**config.mk**
```make
export PLATFORM = sky130hd
export DESIGN_NAME = cpu_bus_fabric
export DESIGN_NICKNAME = d
export VERILOG_FILES = /design/src/rtl/cpu_bus_pkg.sv /design/src/rtl/bus_addr_decode.sv /design/src/rtl/cpu_bus_fabric.sv
export SDC_FILE = /design/constraint.sdc
export NUM_CORES = 1
export LEC_CHECK = 0
export ABC_AREA = 1
export ABC_CLOCK_PERIOD_IN_PS = 2300
export CORE_AREA = 2 2 160 162
export CTS_BUF_LIST = sky130_fd_sc_hd__clkbuf_4
export CTS_CLUSTER_DIAMETER = 100
export DETAILED_ROUTE_END_ITERATION = 16
export DIE_AREA = 0 0 162 164
export GPL_TIMING_DRIVEN = 0
export HOLD_SLACK_MARGIN = 0.1
export PLACE_DENSITY = 0.6
export REMOVE_ABC_BUFFERS = 1
export SYNTH_ARGS = -nofsm -noshare
export SYNTH_HDL_FRONTEND = slang
export SYNTH_SLANG_ARGS = --single-unit
```
**constraint.sdc**
```tcl
create_clock -name clk -period 2.3 [get_ports clk]
set_input_delay 0.345 -clock clk [delete_from_list [all_inputs] [get_ports clk]]
set_output_delay 0.345 -clock clk [all_outputs]
set_load 0.01 [all_outputs]
```
**src/rtl/cpu_bus_pkg.sv**
```systemverilog
// Shared types, constants and helpers for the CPU data-bus fabric.
package cpu_bus_pkg;

    typedef enum logic [1:0] {
        IDLE   = 2'd0,
        ACCESS = 2'd1,
        WAIT   = 2'd2,
        RESP   = 2'd3
    } bus_state_t;

    // A per-slave latency of zero means "wait for the slave's own ack".
    localparam logic [3:0] LAT_ACKMODE = 4'd0;

    // Upper bound on slave count; sizes the latency slot helper below.
    localparam int MAX_SLAVE = 16;

    // SWORD system map, for instantiations that want the standard layout.
    localparam logic [31:0] SWORD_BASE_PROG    = 32'h0000_0000;
    localparam logic [31:0] SWORD_BASE_CHARVRAM = 32'h000C_0000;
    localparam logic [31:0] SWORD_BASE_GFXVRAM = 32'h0010_0000;
    localparam logic [31:0] SWORD_BASE_IO      = 32'hBFC0_0000;
    localparam logic [31:0] SWORD_BASE_SDCTRL  = 32'hBFE0_0000;
    localparam logic [31:0] SWORD_BASE_SDDATA  = 32'hBFE1_0000;

    localparam logic [6*32-1:0] SWORD_BASE = {
        SWORD_BASE_SDDATA, SWORD_BASE_SDCTRL, SWORD_BASE_IO,
        SWORD_BASE_GFXVRAM, SWORD_BASE_CHARVRAM, SWORD_BASE_PROG
    };

    localparam logic [6*32-1:0] SWORD_MASK = {
        32'hFFFF_0000, 32'hFFFF_0000, 32'hFFFF_0000,
        32'hFFF0_0000, 32'hFFFF_0000, 32'hFFFC_0000
    };

    // Pull the 4-bit latency of slot 'slot' out of a packed latency vector.
    function automatic logic [3:0] get_lat_slot(input logic [MAX_SLAVE*4-1:0] lat_vec,
                                                input int slot);
        return lat_vec[slot*4 +: 4];
    endfunction

endpackage

```
**src/rtl/bus_addr_decode.sv**
```systemverilog
// Combinational base/mask window decoder; lowest-index window wins on overlap.
module bus_addr_decode #(
    parameter int NSLAVE = 6,
    parameter int AW = 32,
    parameter logic [NSLAVE*AW-1:0] BASE = '0,
    parameter logic [NSLAVE*AW-1:0] MASK = '0
) (
    input  logic [AW-1:0]     addr,
    output logic [NSLAVE-1:0] hit_onehot,
    output logic              hit
);

    logic [NSLAVE-1:0] raw_hit;

    for (genvar i = 0; i < NSLAVE; i++) begin : g_win
        assign raw_hit[i] = ((addr & MASK[i*AW +: AW]) == (BASE[i*AW +: AW] & MASK[i*AW +: AW]));
    end

    // Isolating the lowest set bit gives the priority winner directly.
    assign hit_onehot = raw_hit & (-raw_hit);
    assign hit = |raw_hit;

endmodule

```
**src/rtl/cpu_bus_fabric.sv**
```systemverilog
// CPU data-bus fabric: decodes a master strobe onto NSLAVE windows, pulses one
// slave enable, waits a fixed latency or the slave ack, and returns read data
// with a one-cycle ack (plus nak for unmapped or timed-out accesses).
module cpu_bus_fabric
    import cpu_bus_pkg::*;
#(
    parameter int NSLAVE = 6,
    parameter int AW = 32,
    parameter int DW = 32,
    parameter logic [NSLAVE*AW-1:0] BASE = {NSLAVE{32'h0}},
    parameter logic [NSLAVE*AW-1:0] MASK = {NSLAVE{32'hFFFF_0000}},
    parameter logic [NSLAVE*4-1:0]  LAT  = {NSLAVE{4'd1}},
    parameter int TIMEOUT = 255
) (
    input  logic                 clk,
    input  logic                 rstn,
    input  logic                 stbBus,
    input  logic [DW/8-1:0]      weBus,
    input  logic [AW-1:0]        addrBus,
    input  logic [DW-1:0]        dataFromCPU,
    output logic                 ackBus,
    output logic                 nakBus,
    output logic [DW-1:0]        dataToCPU,
    output logic [NSLAVE-1:0]    slaveEN,
    output logic [AW-1:0]        slaveAddr,
    output logic [DW/8-1:0]      slaveWe,
    output logic [DW-1:0]        slaveDin,
    input  logic [NSLAVE*DW-1:0] slaveDout,
    input  logic [NSLAVE-1:0]    ackSlave,
    output logic [AW-1:0]        errAddr,
    output logic                 busy
);

    localparam int IW = (NSLAVE > 1) ? $clog2(NSLAVE) : 1;
    localparam logic [MAX_SLAVE*4-1:0] LAT_EXT = (MAX_SLAVE*4)'(LAT);
    localparam logic [7:0] TMO_LAST = 8'(TIMEOUT - 1);

    bus_state_t        state;
    logic [NSLAVE-1:0] hit_onehot;
    logic              hit;
    logic [IW-1:0]     hit_idx;
    logic [IW-1:0]     sel_idx;
    logic [3:0]        sel_lat;
    logic [3:0]        lat_cnt;
    logic [7:0]        tmo_cnt;
    logic [DW-1:0]     sel_rdata;
    logic              sel_ack;
    logic              sel_done;

    bus_addr_decode #(
        .NSLAVE (NSLAVE),
        .AW     (AW),
        .BASE   (BASE),
        .MASK   (MASK)
    ) u_decode (
        .addr       (addrBus),
        .hit_onehot (hit_onehot),
        .hit        (hit)
    );

    // Turn the one-hot winner into a slot index for the muxes below.
    always_comb begin
        hit_idx = '0;
        for (int i = 0; i < NSLAVE; i++) begin
            if (hit_onehot[i]) hit_idx = IW'(i);
        end
    end

    assign sel_lat   = get_lat_slot(LAT_EXT, int'(sel_idx));
    assign sel_rdata = slaveDout[int'(sel_idx)*DW +: DW];
    assign sel_ack   = ackSlave[sel_idx];
    assign sel_done  = (sel_lat == LAT_ACKMODE) ? sel_ack : (lat_cnt == 4'd1);

    // Access sequencer; every bus- and slave-facing output is registered here.
    always_ff @(posedge clk or negedge rstn) begin
        if (!rstn) begin
            state     <= IDLE;
            ackBus    <= 1'b0;
            nakBus    <= 1'b0;
            busy      <= 1'b0;
            slaveEN   <= '0;
            dataToCPU <= '0;
            slaveAddr <= '0;
            slaveWe   <= '0;
            slaveDin  <= '0;
            errAddr   <= '0;
            sel_idx   <= '0;
            lat_cnt   <= '0;
            tmo_cnt   <= '0;
        end else begin
            case (state)
                IDLE: begin
                    if (stbBus) begin
                        slaveAddr <= addrBus;
                        slaveWe   <= weBus;
                        slaveDin  <= dataFromCPU;
                        busy      <= 1'b1;
                        if (hit) begin
                            slaveEN <= hit_onehot;
                            sel_idx <= hit_idx;
                            state   <= ACCESS;
                        end else begin
                            ackBus    <= 1'b1;
                            nakBus    <= 1'b1;
                            dataToCPU <= '0;
                            errAddr   <= addrBus;
                            state     <= RESP;
                        end
                    end
                end
                ACCESS: begin
                    slaveEN <= '0;
                    lat_cnt <= sel_lat;
                    tmo_cnt <= '0;
                    state   <= WAIT;
                end
                WAIT: begin
                    if (sel_done) begin
                        dataToCPU <= sel_rdata;
                        ackBus    <= 1'b1;
                        nakBus    <= 1'b0;
                        state     <= RESP;
                    end else if (tmo_cnt == TMO_LAST) begin
                        dataToCPU <= '0;
                        ackBus    <= 1'b1;
                        nakBus    <= 1'b1;
                        errAddr   <= slaveAddr;
                        state     <= RESP;
                    end else begin
                        if (lat_cnt != 4'd0) lat_cnt <= lat_cnt - 4'd1;
                        tmo_cnt <= tmo_cnt + 8'd1;
                    end
                end
                RESP: begin
                    ackBus <= 1'b0;
                    nakBus <= 1'b0;
                    busy   <= 1'b0;
                    state  <= IDLE;
                end
                default: state <= IDLE;
            endcase
        end
    end

endmodule

```
==> results by group <==
STA
  • Layout Skew: 0.0358 ns
  • Hold slack: 0.298 ns
  • Total negative slack: 0 ns
  • Period minus WS final: 2.17 ns
  • Max-slew headroom: 0.500
  • Worst-margin pin slew: 0.749 ns
  • Hold Fails Final Rpt: 0
  • RSZ-0062 raised after global routing: yes
  • Max Slew Vio Count: 0
  • Period Utilization, post-route: 0.942
  • Final setup fails: 0
  • Fmax: 462 MHz

Clock network
  • Maximum buffer depth of the clock tree: 2
  • Clk_lat worst skew: 0.56 ns
  • CTS Buf Count: 17
  • CTS HTree Levels: 4
  • Clk sink count: 150
  • CTS tree: yes
  • CTS clk-pin slew, worst paths: 0.16 ns
  • Root Buffer: clkbuf_4

Layout
  • Final nets: 1316
  • Most frequent cells in the layout: 342 x nand2_1, 237 x clkdlybuf4s50_1, 150 x dfrtp_1
  • Final Cell Area: 9930 sq um
  • Area growth, synth to finish: 47.8%
  • FILL cells: 2532
  • Share of cells above drive strength 1: 0.0723
  • Most common cell after layout, fill and taps aside: nand2_1

GRT
  • Largest net degree at the start of global routing: 87
  • Initial antenna violation count: 1
  • Gr usage total: 0.156
  • Global route total overflow: 0
  • First-pass GRT wire length: 32400 microns
  • Number of global-route vias before repair: 5897

Drt
  • Via count: 6088
  • WL final: 20300 microns
  • Via/cell ratio: 4.41
  • Detailed-route DRC error count: 0
  • WL/cell: 14.7 microns
  • Iter 0 DRT Violations: 360
  • Antenna violation net count after detailed routing: 0
  • Initial DRT Pass Iterations: 4

Synth
  • Synth Area in Adders: 0.0168
  • Post-Syn Instances: 807
  • Cell area after synthesis: 6720 sq um
  • Number of synthesized register bits: 150
  • Post-synthesis xor/xnor area fraction: 0.00521
  • Simple-gate area share of the yosys netlist: 0.263
  • Seq/Total Area, Yosys: 0.558
  • Avg Cell Area, Syn: 8.33 sq um
  • Ys Warns: 0
  • Post-synthesis compound-gate area fraction: 0.0871
  • Largest family of logic cells by synthesized area: simple AND/OR/NAND/NOR gates
  • Mux share of post-synthesis cell area: 0
  • Library cells used by synthesis: 31

Job
  • Number of max-cap violations: 0

Die
  • Num rows: 58
  • Initial core utilization: 0.271
  • Core box area: 24800 sq um
  • Die area: 26600 sq um
  • Chip height: 164 microns
  • Chip width: 162 microns
  • I/O pins: 410

Setup path
  • Crit path buf inv count: 4
  • Top delay family on crit path: buffers and inverters
  • CP Capture Type: flip-flop
  • Worst r2r path cells: 10
  • Crit-path cells: inv_1, ha_2, inv_2, nor3_2, nand3_4, buf_12, nand3_1, buf_4, nand2_1, nand2_1
  • Top cell by count, worst path: nand2_1
  • Critical setup path kind: flip-flop to flip-flop
  • CP max stage delay: 0.46 ns
  • Worst r2r src: state[1]$_DFFE_PN0P_
  • Worst path required time: 2.79 ns
  • Worst setup SP type: flip-flop
  • Critical R2R Capture: errAddr[9]$_DFFE_PN0P_
  • CP arrival: 2.66 ns
  • Worst Path Max Fanout: 32
  • CP max stage cell: dfrtp_1
  • Reg2reg setup slack: 0.13 ns

Hold path
  • Hold endpoint: slaveDin[3]$_DFFE_PN0P_
  • Worst Min Path Start: dataFromCPU[3]
  • Hold/Removal Path Class: input pin to flip-flop
  • Hold path cells: 3

Placement
  • IO buf count: 238
  • GP Congestion: 0.781
  • Placed cell area: 9370 sq um
  • Post-DP HPWL: 12900 microns

Outcome
  • Status: complete, no violations

Pwr
  • Leakage power: 4.57 nW
  • Power density over the cells: 1360 nW/um^2
  • Max VDD drop: 0.000615 V
## sequential cells by signal, summed over array words and instances, names as in the netlist
signal / count
slaveEN: 1
slaveDin: 32
ackBus: 1
lat_cnt: 4
dataToCPU: 32
errAddr: 32
state: 2
tmo_cnt: 8
slaveAddr: 32
slaveWe: 4
busy: 1
nakBus: 1
## cell type report
cell class,instances,area (sq um),share of cell area
clock buffers,17,128,0.0128
well taps,330,413,0.0416
inverters,53,203,0.0204
repair inverters,1,7.51,0.000756
diodes,1,2.50,0.000252
multi-input cells,561,2630,0.265
repair buffers,254,2610,0.263
flip-flops and latches,150,3750,0.378
clock inverters,15,186,0.0188
## timing repair
item,4_1_cts,5_1_grt
endpoints found under the hold margin,64,0
gates resized for setup,12,3
setup endpoints to repair,103,64
hold buffers,1,0
buffers inserted,7,4
cloned,4,0
pin swaps,5,0
## per-layer routing
metal  global-route usage  vias up  routed length (microns)
li1                     -     3031                        -
met1                0.206     2804                     9280
met2                0.239      238                     8830
met3               0.0563       15                     1930
met4               0.0467        0                      231
met5                    0        -                        0
## metrics by stage
stage,util,setup slack (ns),power [mW],cells
CTS,0.398,0.0132,13.6,1377
detailed placement,0.378,-1.25,11.2,1333
global placement,0.373,-5.91,11.1,1329
global route,0.400,-0.0298,14.6,1382
finish,0.400,0.133,13.5,1382
floorplan,-,-1.32,7.67,761
## worst reg2reg max path, cell delays in order, from the launching register on
cell and delay (ns):
dfrtp_1 0.46, inv_1 0.14, ha_2 0.31, inv_2 0.09, nor3_2 0.17, nand3_4 0.18
buf_12 0.24, nand3_1 0.10, buf_4 0.26, nand2_1 0.08, nand2_1 0.07
## kinds of logic after synthesis
| kind of cell | after synthesis |
|---|---|
| fa+ha+maj | 9 |
| simple gates | 427 |
| other cells | 1 |
| flops | 150 |
| compound gates | 113 |
| buf+inv | 103 |
| xor+xnor | 4 |
## power by group
group / internal (mW) / switching [mW] / total, mW
logic: 3.31 / 3.80 / 7.11
clock network: 0.699 / 1.17 / 1.87
registers: 3.79 / 0.705 / 4.49
total: 7.80 / 5.67 / 13.5
## cells in the mapped netlist (all sizes together)
library cell	instances	area share
buf	26	0.026
a21oi	3	0.0033
clkbuf	24	0.013
o21ai	106	0.079
nor2	25	0.017
xor2	3	0.0039
ha	9	0.017
nand2	347	0.20
nand3	14	0.011
xnor2	1	0.0013
a21boi	1	0.0017
o22ai	1	0.00093
dfrtp	150	0.56
or2	2	0.0019
inv	53	0.030
nand4	37	0.034
o21bai	2	0.0022
conb	1	0.00056
nor3	2	0.0022
## worst max-delay path by stage
stage / startpoint / end / depth (start not counted)
2_1_floorplan: state[0]$_DFFE_PN0P_ / slaveEN[0]$_DFFE_PN0P_ / 8
3_3_place_gp: rstn / dataToCPU[11]$_DFFE_PN0P_ / 1
3_5_place_dp: state[0]$_DFFE_PN0P_ / errAddr[2]$_DFFE_PN0P_ / 8
4_1_cts: state[0]$_DFFE_PN0P_ / dataToCPU[22]$_DFFE_PN0P_ / 10
5_1_grt: state[1]$_DFFE_PN0P_ / errAddr[19]$_DFFE_PN0P_ / 10
6_report: state[1]$_DFFE_PN0P_ / errAddr[9]$_DFFE_PN0P_ / 10
Note: power is estimated with default switching activity, not from simulation.
